**config.mk**
```make
export PLATFORM = sky130hd
export DESIGN_NAME = imem_arbiter
export DESIGN_NICKNAME = d
export VERILOG_FILES = /design/src/rtl/imem_arbiter.sv
export SDC_FILE = /design/constraint.sdc
export NUM_CORES = 1
export LEC_CHECK = 0
export ABC_CLOCK_PERIOD_IN_PS = 2300
export CELL_PAD_IN_SITES_DETAIL_PLACEMENT = 2
export CELL_PAD_IN_SITES_GLOBAL_PLACEMENT = 2
export CORE_MARGIN = 5
export CORE_UTILIZATION = 21
export DETAILED_ROUTE_END_ITERATION = 6
export GPL_TIMING_DRIVEN = 0
export PLACE_DENSITY = 0.75
export SYNTH_ARGS = -nofsm -noshare
export SYNTH_HDL_FRONTEND = slang
export SYNTH_SLANG_ARGS = --single-unit
```
**constraint.sdc**
```tcl
create_clock -name clk -period 2.3 [get_ports clk]
set_input_delay 0.575 -clock clk [delete_from_list [all_inputs] [get_ports clk]]
set_output_delay 0.575 -clock clk [all_outputs]
set_load 0.05 [all_outputs]
```
**src/rtl/imem_arbiter.sv**
```systemverilog
// imem_arbiter: fetch/loader arbiter and sequencer for a single-port synchronous instruction memory.
// Optional post-reset zero-fill sweep is compiled in when IMEM_CLEAR_EN is defined.
module imem_arbiter #(
  parameter int ADDR_W       = 15,
  parameter int DATA_W       = 20,
  parameter int DEPTH        = 512,
  parameter int STARVE_LIMIT = 8
) (
  input  logic              clk,
  input  logic              reset,
  input  logic              fetch_req,
  input  logic [ADDR_W-1:0] fetch_addr,
  output logic              fetch_gnt,
  output logic              fetch_stall,
  output logic              fetch_valid,
  output logic [DATA_W-1:0] fetch_data,
  input  logic              load_req,
  input  logic              load_we,
  input  logic [ADDR_W-1:0] load_addr,
  input  logic [DATA_W-1:0] load_wdata,
  output logic              load_gnt,
  output logic              load_valid,
  output logic [DATA_W-1:0] load_rdata,
  output logic              ready,
  output logic [ADDR_W-1:0] mem_addr,
  output logic              mem_we,
  output logic [DATA_W-1:0] mem_wdata,
  input  logic [DATA_W-1:0] mem_rdata
);

  typedef enum logic [1:0] {OWN_NONE, OWN_FETCH, OWN_LOAD} owner_e;

  localparam logic [ADDR_W:0] DEPTH_X = (ADDR_W + 1)'(DEPTH);
  localparam logic [3:0]      LIMIT   = 4'(STARVE_LIMIT);

  logic              run;
  logic              clearing;
  logic [ADDR_W-1:0] clr_addr;

`ifdef IMEM_CLEAR_EN
  localparam int               CNT_W    = (DEPTH > 1) ? $clog2(DEPTH) : 1;
  localparam logic [CNT_W-1:0] CNT_LAST = CNT_W'(DEPTH - 1);

  typedef enum logic {S_CLEAR, S_RUN} state_e;

  state_e           state_q, state_d;
  logic [CNT_W-1:0] cnt_q, cnt_d;

  always_comb begin
    state_d = state_q;
    cnt_d   = cnt_q;
    if (state_q == S_CLEAR) begin
      cnt_d = cnt_q + 1'b1;
      if (cnt_q == CNT_LAST) begin
        state_d = S_RUN;
        cnt_d   = '0;
      end
    end
  end

  always_ff @(posedge clk or negedge reset) begin
    if (!reset) begin
      state_q <= S_CLEAR;
      cnt_q   <= '0;
    end else begin
      state_q <= state_d;
      cnt_q   <= cnt_d;
    end
  end

  assign run      = (state_q == S_RUN);
  // Gating with the reset pin keeps mem_we low while reset is still held.
  assign clearing = (state_q == S_CLEAR) && reset;
  assign clr_addr = ADDR_W'(cnt_q);
`else
  assign run      = reset;
  assign clearing = 1'b0;
  assign clr_addr = '0;
`endif

  logic              fetch_oor, load_oor;
  logic [3:0]        starve_q, starve_d;
  owner_e            owner_q, owner_d;
  logic              oor_q, oor_d;
  logic [ADDR_W-1:0] last_addr_q, last_addr_d;
  logic [DATA_W-1:0] fetch_hold_q, fetch_hold_d;
  logic [DATA_W-1:0] load_hold_q, load_hold_d;
  logic [DATA_W-1:0] rdata_sel;

  assign fetch_oor   = ({1'b0, fetch_addr} >= DEPTH_X);
  assign load_oor    = ({1'b0, load_addr} >= DEPTH_X);
  assign ready       = run;
  assign fetch_stall = fetch_req & ~fetch_gnt & reset;

  // NOTE: every output of an always_comb gets a default first, so no path can infer a latch.
  always_comb begin
    fetch_gnt = 1'b0;
    load_gnt  = 1'b0;
    if (run) begin
      if (load_req && (!fetch_req || starve_q == LIMIT)) load_gnt  = 1'b1;
      else if (fetch_req)                                fetch_gnt = 1'b1;
    end
  end

  always_comb begin
    starve_d = starve_q;
    if (!load_req || load_gnt)              starve_d = '0;
    else if (fetch_gnt && starve_q != LIMIT) starve_d = starve_q + 1'b1;

    owner_d = OWN_NONE;
    oor_d   = 1'b0;
    if (fetch_gnt) begin
      owner_d = OWN_FETCH;
      oor_d   = fetch_oor;
    end else if (load_gnt && !load_we) begin
      owner_d = OWN_LOAD;
      oor_d   = load_oor;
    end

    // Idle cycles park the address on its last value.
    mem_addr  = last_addr_q;
    mem_we    = 1'b0;
    mem_wdata = '0;
    if (clearing) begin
      mem_addr = clr_addr;
      mem_we   = 1'b1;
    end else if (fetch_gnt) begin
      mem_addr = fetch_addr;
    end else if (load_gnt) begin
      mem_addr = load_addr;
      mem_we   = load_we & ~load_oor;
      if (load_we) mem_wdata = load_wdata;
    end
    last_addr_d = mem_addr;
  end

  always_comb begin
    rdata_sel    = oor_q ? '0 : mem_rdata;
    fetch_valid  = (owner_q == OWN_FETCH);
    load_valid   = (owner_q == OWN_LOAD);
    fetch_data   = fetch_valid ? rdata_sel : fetch_hold_q;
    load_rdata   = load_valid ? rdata_sel : load_hold_q;
    fetch_hold_d = fetch_data;
    load_hold_d  = load_rdata;
  end

  // NOTE: state registers use non-blocking assignments so every flop samples pre-edge values.
  always_ff @(posedge clk or negedge reset) begin
    if (!reset) begin
      starve_q     <= '0;
      owner_q      <= OWN_NONE;
      oor_q        <= 1'b0;
      last_addr_q  <= '0;
      fetch_hold_q <= '0;
      load_hold_q  <= '0;
    end else begin
      starve_q     <= starve_d;
      owner_q      <= owner_d;
      oor_q        <= oor_d;
      last_addr_q  <= last_addr_d;
      fetch_hold_q <= fetch_hold_d;
      load_hold_q  <= load_hold_d;
    end
  end

endmodule
```
# Yosys cells after proc, flatten, opt, wreduce, memory -nomap -nowiden
# Cells that the tools add are included.
dict set report totals {
  wordCells 48
  ff_bits 62
  out_inout_bits 82
}
dict set report classes {
  n_lt_le_gt_ge 2
  n_eq_ne 4
  addsub 1
  n_reduce_logical 9
  n_mux 21
  n_bitwise 5
}
# op count
set op_table {}
lappend op_table {{$mux 20} 6}
lappend op_table {{$ge 15x10->1 const B} 2}
lappend op_table {{$mux 15} 2}
lappend op_table {{$mux 1} 9}
lappend op_table {{$mux 4} 2}
lappend op_table {{$add 4x1->4 const B} 1}
lappend op_table {{$eq 4x4->1 const B} 1}
lappend op_table {{$mux 2} 2}
lappend op_table {{$ne 4x4->1 const B} 1}
lappend op_table {{$and 1x1->1} 3}
lappend op_table {{$logic_and 1x1->1} 3}
lappend op_table {{$logic_not 1->1} 3}
lappend op_table {{$eq 2x1->1 const B} 1}
lappend op_table {{$eq 2x2->1 const B} 1}
lappend op_table {{$logic_or 1x1->1} 2}
lappend op_table {{$not 1->1} 2}
lappend op_table {{$reduce_bool 2->1} 1}

# Depth between registers and ports, before layout
dict set report logic_depth {
  depth_word 8
  mapped_depth 7
  depth_no_buf 5
}

# Worst setup path after synthesis
# No wires, ideal clock.
dict set report synth_path {
  kind {register to output}
  from {register owner_q[0]}
  to {output port load_rdata[10]}
  path_buffers 1
  t_arrival_ns 1.868
  path_stages_with_launch 4
  setup_slack_ns -0.143
  required_time_ns 1.725
  path_cell_list {dfrtp_1 nand2b_1 clkbuf_1 o21ai_0}
}
dict set report synth_between {
  elab_chain_len 2
}
# item line
set synth_rtl {}
lappend synth_rtl {{start, declared} 83} ;# owner_e owner_q, owner_d;
lappend synth_rtl {{start signal, assigned} 158} ;# owner_q <= owner_d;
lappend synth_rtl {{$eq 2x2->1} 140} ;# load_valid = (owner_q == OWN_LOAD);
lappend synth_rtl {{$mux 20} 142} ;# load_rdata = load_valid ? rdata_sel : load_hold_q;
lappend synth_rtl {{end, declared} 23} ;# output logic [DATA_W-1:0] load_rdata,
# No other way between the ends.

# Worst setup path after layout
dict set report layout_path {
  from {register starve_q[1]}
  to {output port mem_addr[11]}
}
dict set report layout_between {
  elab_chain_len 7
  word_cells_on_any_way 9
  cone_classes {1 x eq/ne; 6 x mux; 2 x reduce/logical}
}
# item line
set layout_rtl {}
lappend layout_rtl {{start, declared} 82} ;# logic [3:0] starve_q, starve_d;
lappend layout_rtl {{start signal, assigned} 157} ;# starve_q <= starve_d;
lappend layout_rtl {{$eq 4x4->1 (*)} 100} ;# if (load_req && (!fetch_req || starve_q == LIMIT)) load_gnt = 1'b1;
lappend layout_rtl {{$logic_or 1x1->1 (*)} 100}
lappend layout_rtl {{$logic_and 1x1->1 (*)} 100}
lappend layout_rtl {{$mux 1} 100}
lappend layout_rtl {{$mux 1} 99} ;# if (run) begin
lappend layout_rtl {{$mux 15} 129} ;# end else if (load_gnt) begin
lappend layout_rtl {{$mux 15 (*)} 127} ;# end else if (fetch_gnt) begin
lappend layout_rtl {{end, declared} 25} ;# output logic [ADDR_W-1:0] mem_addr,
# Mark *: on every way between the ends. The rest lies on a longest branch, timed or not.

==> results.json <==
{
  "rsz0062_at_grt": "yes",
  "tns_ps": -8710,
  "pwr-share-clk_pct": 31.8,
  "placementRows": 42,
  "finalClockSkew_ps": 5.66,
  "synth.yosys.warnings": 0,
  "clk_pin_slew_worst_paths_ps": 50,
  "die_h_um": 125,
  "p_comb_share_pct": 37.7,
  "drt_iter0_markers": 72,
  "cpPeakStageDelay_ps": 380,
  "min_period_over_period_pct": 113,
  "vias_per_cell": 4.50,
  "cts.sinks": 62,
  "worstSetupStartpointType": "flop",
  "highest_layer": "met4",
  "status": "finished with violations",
  "maxSlewHeadroom_pct": 66.2,
  "h-tree-depth": 3,
  "hold_viol_final": 0,
  "failed_checks": "setup timing",
  "seqPwrFrac_pct": 30.5,
  "path_cells": "inv_2 > ha_4 > nand3b_1 > a21oi_4 > buf_6 > clkbuf_16 > a221o_1 > buf_6",
  "io-pin-count": 157,
  "synth_nets": 352,
  "ir_drop_uv": 288,
  "grt_max_degree": 33,
  "hpwl_um": 8530,
  "report.final.slew_viol_count": 0,
  "core_region_area_mm2": 0.0131,
  "cap_violations": 0,
  "cts_buffers": 9,
  "clockBufferDepth": 2,
  "cp_slowest_cell": "dfrtp_1",
  "fin_util_pct": 41.4,
  "end_kind": "output port",
  "hold_slack_ps": 77.7,
  "grt_pass1_vias": 3441,
  "intPower_w": 0.00273,
  "cp_data_required_time_ps": 1730,
  "finalPower_w": 0.00430,
  "cts_tree": "built",
  "async_reset_ff_share_pct": 100,
  "leakage_nw": 2.50,
  "swShare_pct": 36.7,
  "drive_gt1_share_pct": 37.9,
  "syn_area_mm2": 0.00277,
  "synthCells": 275,
  "initial_utilization_pct": 21.2,
  "layout_commonest_cell": "clkdlybuf4s50_1",
  "synthFlopType": "dfrtp_1",
  "power.density_mw_per_mm2": 795,
  "cpMostUsedCell": "buf_6",
  "tightest_slew_ps": 507,
  "ant_nets": 0,
  "m1WireLength_um": 4770,
  "p_switching_w": 0.00158,
  "die_w_um": 125,
  "setup_viol": 37,
  "synth-seq-cells": 62,
  "dieArea_mm2": 0.0156,
  "holdBufCountCts": 0,
  "drc_errors": 0,
  "num_vias": 2951,
  "firstDrtPassIters": 3,
  "arrival_ps": 2010,
  "clock_latency_ps": 330,
  "io_buffers": 156,
  "worst_slack_ps": -289,
  "area_growth_pct": 95.6,
  "ys_types": 33,
  "wl_met3_um": 842,
  "gp_congestion": 0.723,
  "final_cell_mix": "clkdlybuf4s50_1 (71), dfrtp_1 (62), buf_4 (58)",
  "final_nets": 552,
  "grtUsageTotal_pct": 15.3,
  "wl_per_cell_um": 19.3,
  "grt_pass1_wl_um": 18800,
  "wirelength_um": 12600,
  "cts_root_buffer": "clkbuf_16",
  "grt_antenna_before_repair": 0,
  "post-route-min-period_ps": 2590,
  "grt-ovfl-total": 0,
  "dr_wl_met2_um": 6880,
  "antenna-diode-count": 0,
  "synth_edf_count": 0,
  "crit_type": "flop to output port",
  "seq_area_frac_synth_pct": 56.0,
  "hold_class": "primary input to async pin",
  "synth_area_per_cell_um2": 10.1,
  "post-place-ws_ps": -1650,
  "fmax_ghz": 0.386,
  "path_max_fanout": 5
}
-- through the flow --
step	instances	cell area (um^2)
global route	656	5420
CTS	643	5090
global placement	607	4560
finish	656	5420
floorplan	275	2780
detailed placement	607	4560
-- worst paths after layout --
path / cells after the start / endpoint / slack [ps] / from
worst max-delay path: 8 / mem_addr[11] / -290 / starve_q[1]
worst min-delay path: 1 / fetch_hold_q[4] / 80 / reset
worst max register to register: 9 / last_addr_q[11] / 410 / starve_q[1]
worst min register to register: 2 / load_hold_q[0] / 490 / load_hold_q[0]
max in group asynchronous: 1 / fetch_hold_q[12] / 1890 / reset
min in group clk: 2 / load_hold_q[0] / 490 / load_hold_q[0]
-- kinds of logic (layout without fill, tap and decap cells) --
kind of cell / count (synthesis) / in the layout / share of synthesized area [%]
fa+ha+maj: 2 / 2 / 0.904
simple gates: 121 / 121 / 23.5
compound gates: 64 / 64 / 14.7
flops: 62 / 62 / 56.0
buf+inv: 26 / 231 / 4.83
-- power by group through the flow --
stage	Clock [W]	Sequential, W	Combinational [W]
after floorplan	0	0.00132	0.000918
after global placement	0	0.00132	0.00151
after detailed placement	0	0.00133	0.00154
after CTS	0.00142	0.00131	0.00157
after global routing	0.00147	0.00133	0.00171
final	0.00137	0.00131	0.00162
-- Yosys cell counts (all sizes together) (2+ instances only) --
master / number / share of area [%]
and2: 15 / 3.4
nor4: 2 / 0.45
o21ai: 41 / 7.4
a221o: 15 / 5.4
nand2: 43 / 5.8
buf: 8 / 2.4
dfrtp: 62 / 56
nor2b: 3 / 0.68
inv: 5 / 0.68
clkbuf: 13 / 1.8
ha: 2 / 0.90
nor2: 3 / 0.41
and3: 20 / 4.5
nand2b: 25 / 5.6
a21oi: 5 / 1.0
nand4: 3 / 0.68
-- timing repair --
| item | in CTS | in global routing |
|---|---|---|
| pin swaps | 18 | 18 |
| setup buffers | 19 | 12 |
| resized for setup | 595 | 93 |
| gates cloned | 2 | 2 |
| setup endpoints to repair | 92 | 79 |
-- layout make-up --
cell class                 count  area (um^2)
sequential                    62         1550
tap                          176          220
clock buffer                  12          256
clock inverter                 4         45.0
multi-input combinational    187         1230
buffer                        20          161
fill                        1394         7670
inverter                       5         18.8
timing repair buffer         190         1930
-- state kept, by name, indices dropped and copies added, names as in the netlist --
| signal | flops |
|---|---|
| last_addr_q | 15 |
| oor_q | 1 |
| fetch_hold_q | 20 |
| owner_q | 2 |
| load_hold_q | 20 |
| starve_q | 4 |
-- layer usage --
| metal | track usage, % | up-vias |
|---|---|---|
| li1 | - | 1357 |
| met1 | 16.1 | 1469 |
| met2 | 28.1 | 112 |
| met3 | 5.23 | 13 |
| met4 | 5.36 | 0 |
| met5 | 0 | - |
-- worst max-delay path: cells and delay by family, from the launching register on --
| family | cells | cell delay, ps |
|---|---|---|
| AO/OA/AOI/OAI | 2 | 450 |
| adder cells (fa/ha/maj) | 1 | 160 |
| buffers and inverters | 4 | 530 |
| flip-flops | 1 | 380 |
| AND/OR/NAND/NOR | 1 | 160 |
Power figures use the tool's default switching activity.
